`src/rtl/alu_op_sequencer.sv`:
```
// Valid/ready front end for a combinational 8-bit ALU with a chaining accumulator.
// Optional divide-by-zero trap enabled by defining ALU_SEQ_DIVZERO_EN.
module alu_op_sequencer #(
  parameter int unsigned SETTLE_CYCLES = 1,  // legal range 1..15
  parameter logic [7:0]  ACC_INIT      = 8'h00
) (
  input  logic       clk,
  input  logic       rst_n,
  input  logic       cmd_valid,
  output logic       cmd_ready,
  input  logic [4:0] cmd_op,
  input  logic [7:0] cmd_a,
  input  logic [7:0] cmd_b,
  input  logic       cmd_acc,
  output logic       rsp_valid,
  input  logic       rsp_ready,
  output logic [7:0] rsp_data,
  output logic       rsp_carry,
  output logic       rsp_err,
  output logic [7:0] acc_out,
  output logic [4:0] alu_sel,
  output logic [7:0] alu_a,
  output logic [7:0] alu_b,
  input  logic [7:0] alu_out,
  input  logic       alu_carry
);

  typedef enum logic [1:0] {IDLE, WAIT, RESP} state_t;

  localparam logic [3:0] CNT_LOAD = 4'(SETTLE_CYCLES - 1);

  state_t     state_reg;
  logic [3:0] cnt_reg;
  logic [7:0] acc_reg;
  logic       dz_reg;
  logic       rsp_valid_reg;
  logic [7:0] rsp_data_reg;
  logic       rsp_carry_reg;
  logic       rsp_err_reg;
  logic [4:0] alu_sel_reg;
  logic [7:0] alu_a_reg;
  logic [7:0] alu_b_reg;

  logic [7:0] eff_a;
  logic       div_zero;

  assign eff_a = cmd_acc ? acc_reg : cmd_a;

`ifdef ALU_SEQ_DIVZERO_EN
  assign div_zero = (cmd_op == 5'b00011) && (cmd_b == 8'h00);
`else
  assign div_zero = 1'b0;
`endif

  always_ff @(posedge clk) begin
    if (!rst_n) begin
      state_reg     <= IDLE;
      cnt_reg       <= 4'd0;
      acc_reg       <= ACC_INIT;
      dz_reg        <= 1'b0;
      rsp_valid_reg <= 1'b0;
      rsp_data_reg  <= 8'h00;
      rsp_carry_reg <= 1'b0;
      rsp_err_reg   <= 1'b0;
      alu_sel_reg   <= 5'd0;
      alu_a_reg     <= 8'h00;
      alu_b_reg     <= 8'h00;
    end else begin
      case (state_reg)
        IDLE: begin
          if (cmd_valid) begin
            dz_reg <= div_zero;
            // A trapped division leaves the ALU inputs untouched and answers after one edge.
            if (div_zero) begin
              cnt_reg <= 4'd0;
            end else begin
              alu_sel_reg <= cmd_op;
              alu_a_reg   <= eff_a;
              alu_b_reg   <= cmd_b;
              cnt_reg     <= CNT_LOAD;
            end
            state_reg <= WAIT;
          end
        end
        WAIT: begin
          if (cnt_reg != 4'd0) begin
            cnt_reg <= cnt_reg - 4'd1;
          end else begin
            if (dz_reg) begin
              rsp_data_reg  <= 8'hFF;
              rsp_carry_reg <= 1'b0;
              rsp_err_reg   <= 1'b1;
            end else begin
              rsp_data_reg  <= alu_out;
              rsp_carry_reg <= alu_carry;
              rsp_err_reg   <= 1'b0;
              acc_reg       <= alu_out;
            end
            rsp_valid_reg <= 1'b1;
            state_reg     <= RESP;
          end
        end
        RESP: begin
          if (rsp_ready) begin
            rsp_valid_reg <= 1'b0;
            state_reg     <= IDLE;
          end
        end
        default: state_reg <= IDLE;
      endcase
    end
  end

  assign cmd_ready = (state_reg == IDLE);
  assign rsp_valid = rsp_valid_reg;
  assign rsp_data  = rsp_data_reg;
  assign rsp_carry = rsp_carry_reg;
  assign rsp_err   = rsp_err_reg;
  assign acc_out   = acc_reg;
  assign alu_sel   = alu_sel_reg;
  assign alu_a     = alu_a_reg;
  assign alu_b     = alu_b_reg;

endmodule

```
`config.mk`:
```
export PLATFORM = sky130hd
export DESIGN_NAME = alu_op_sequencer
export DESIGN_NICKNAME = d
export VERILOG_FILES = /design/src/rtl/alu_op_sequencer.sv
export SDC_FILE = /design/constraint.sdc
export NUM_CORES = 1
export LEC_CHECK = 0
export CAP_MARGIN = 20
export CORE_ASPECT_RATIO = 0.7
export CORE_MARGIN = 4
export CORE_UTILIZATION = 41
export CTS_CLUSTER_SIZE = 12
export DETAILED_ROUTE_END_ITERATION = 12
export HOLD_SLACK_MARGIN = 0.1
export PLACE_DENSITY = 0.77
export SLEW_MARGIN = 20
export SYNTH_ARGS = -nofsm -noshare
export SYNTH_HDL_FRONTEND = slang
export SYNTH_SLANG_ARGS = --single-unit
```
`constraint.sdc`:
```
create_clock -name clk -period 1.7 [get_ports clk]
set_input_delay 0.34 -clock clk [delete_from_list [all_inputs] [get_ports clk]]
set_output_delay 0.34 -clock clk [all_outputs]
set_load 0.01 [all_outputs]
```
==> results.yml <==
outcome:
  status: "finished, final reports clean"
final_layout:
  fin_area_mm2: 0.00254
  num-fill-cells: 359
  area_delta_synth_final_pct: 53.0
  fin_nets: 290
  postLayoutCoreUtil_pct: 64.8
  diodes: 0
  layout-drive-gt1-share_pct: 7.48
  stdcell_count: 306
hold_path:
  hold_class: "reg2reg"
placed_design:
  dp_cells: 298
  dp_hpwl_um: 2980
  portBuffers: 74
  postPlaceCellArea_mm2: 0.00244
  gp_congestion: 0.738
  pre_cts_ws_ns: 0.0494
worst_setup_path:
  required_ns: 1.36
  cp_slowest_cell: "clkdlybuf4s50_1"
  cp.arrival_ns: 1.26
  critPathBufInv: 1
  critPathMaxFanout: 4
  crit_type: "reg2out"
  critPathCaptureType: "output port"
  path_cells: "clkdlybuf4s50_1"
  crit_family: "buffers and inverters"
  slowest_delay_ns: 0.57
  cp-start-kind: "flop"
yosys:
  syn-num-nets: 224
  ys_types: 27
  synth_fa_ha_area_share_pct: 1.51
  synthMuxAreaShare_pct: 4.82
  ys_seq_elements: 37
  syn_inst: 187
  synth_area_mm2: 0.00166
  synth_simple_gate_area_share_pct: 17.6
  synth_warnings: 0
  synth_area_per_cell_um2: 8.89
  synthXorXnorAreaFrac_pct: 0
  synth_edf_count: 0
  synth_seq_area_share_pct: 44.6
  synth_compound_area_share_pct: 22.6
  async_reset_ff_share_pct: 0
  synth_flop_cell: "dfxtp_1"
  synth_top_family_by_area: "compound AO/OA/AOI/OAI gates"
power_and_ir_drop:
  cellPowerDensity_mw_per_mm2: 1090
  power_leakage_nw: 1.04
  power.total_mw: 2.78
  peakVddDrop_mv: 0.595
global_route:
  gr-usage-all-layers_pct: 16.4
  grt_start_max_net_pins: 31
  grt_first_pass_wirelength_um: 6630
  first_global_vias: 1401
  antenna_found_initial: 0
  grt.overflow.total: 0
sta:
  fin_worst_skew_ns: 0.00394
  hold_violations: 0
  postLayoutSetupSlackWorst_ns: 0.103
  fmaxAchievable_mhz: 626
  timing.hold.ws_ns: 0.456
  drv_slew: 0
  post-route-period-util_pct: 93.9
  rsz0062_at_grt: "false"
  worst_pin_slew_ns: 0.535
  max_slew_margin_pct: 63.8
  setup_viol: 0
  period_minus_slack_ns: 1.60
  setup-tns-final_ns: 0
floorplanning:
  initial_core_util_pct: 42.4
  die_y_um: 61.3
  die_area_mm2: 0.00515
  ioPinCount: 76
  die_x_um: 84.1
  coreArea_mm2: 0.00392
  rows: 19
flow_run:
  cap_violations: 0
detailed_routing:
  post_drt_wl_per_cell_um: 13.3
  drt-initial-drc-count: 58
  vias: 1502
  viasPerCell: 4.91
  ant_nets: 0
  drc: 0
  drtPass1Iterations: 4
  drt_wl_total_um: 4080
clock_network:
  clock_latency_ns: 0.29
  clkTransAtPathRegs_ns: 0.07
  h-tree-depth: 2
  cts_tree: "done"
  ctsLongestPathBuffers: 2
  cts.sinks: 37
  cts-root-buf: "clkbuf_8"
  cts_buffers: 5
-- placed cells by master (no fill, tap or decap), types with 2 or more instances in the layout --
| cell | n |
|---|---|
| nor3b_1 | 2 |
| inv_1 | 4 |
| dfxtp_1 | 36 |
| o211a_1 | 8 |
| mux2i_1 | 8 |
| or3b_1 | 2 |
| buf_4 | 5 |
| a21boi_1 | 4 |
| clkbuf_8 | 7 |
| ha_1 | 2 |
| clkdlybuf4s50_1 | 73 |
| a21oi_1 | 2 |
| a21boi_0 | 21 |
| nand2_1 | 35 |
| o21ai_0 | 12 |
| nor2_1 | 2 |
| nor2b_1 | 2 |
| nand3_1 | 10 |
| or3_1 | 2 |
| o21bai_1 | 2 |
| buf_12 | 3 |
| or4_1 | 2 |
-- metal layers --
layer | part of all wire [%] | routed length (um) | GRT usage [%] | vias to the layer above
met3 | 11 | 432 | 7.62 | 6
met5 | 0 | 0 | 0 | -
li1 | - | - | - | 766
met1 | 48 | 1940 | 22.3 | 673
met4 | 1.3 | 52 | 6.19 | 0
met2 | 41 | 1650 | 22.7 | 57
-- layout make-up --
| cell class | instances | area, um2 | area share [%] |
|---|---|---|---|
| well taps | 52 | 65.1 | 2.56 |
| flip-flops and latches | 37 | 742 | 29.2 |
| clock inverters | 1 | 5.00 | 0.197 |
| repair buffers | 82 | 837 | 32.9 |
| clock buffers | 7 | 96.3 | 3.79 |
| multi-input cells | 123 | 782 | 30.8 |
| inverters | 4 | 15.0 | 0.591 |
-- synthesized netlist by cell type, types with 3 or more instances --
cell type   n  area share, %
clkbuf_1    7            1.6
inv_1       4           0.90
nand2_1    35            7.9
o21ai_0    12            3.6
dfxtp_1    37             45
nor3b_1     3            1.4
nand3_1    10            3.0
mux2i_1     8            4.8
a21boi_1    4            1.8
buf_2       7            2.1
a21boi_0   21            9.5
o211a_1     8            4.8
buf_4       9            4.1
-- power by group --
group / total (mW) / internal [mW] / switching, mW
clock: 0.669 / 0.366 / 0.302
sequential: 1.11 / 1.00 / 0.108
combinational: 1.00 / 0.540 / 0.462
-- repair_timing --
item / CTS / global route
hold endpoints to repair: 0 / 0
gates resized for setup: 2 / 0
setup buffers: 0 / 0
setup endpoints to repair: 1 / 0
hold buffers: 0 / 0
-- kinds of logic after synthesis --
logic type,after synthesis
AOI/OAI and AO/OA,52
and+or+nand+nor,60
DFF,37
other,1
adders and majority gates,2
buffers and inverters,27
muxes,8
-- final timing paths --
check,cells after the start,endpoint,from,slack [ns]
max,1,acc_out[5],rsp_data[5],0.10
min,2,alu_b[7],alu_b[7],0.46
max reg2reg,5,cnt_reg[3],cnt_reg[0],0.15
min reg2reg,2,alu_b[7],alu_b[7],0.46
Note: power is estimated with default switching activity, not from simulation.
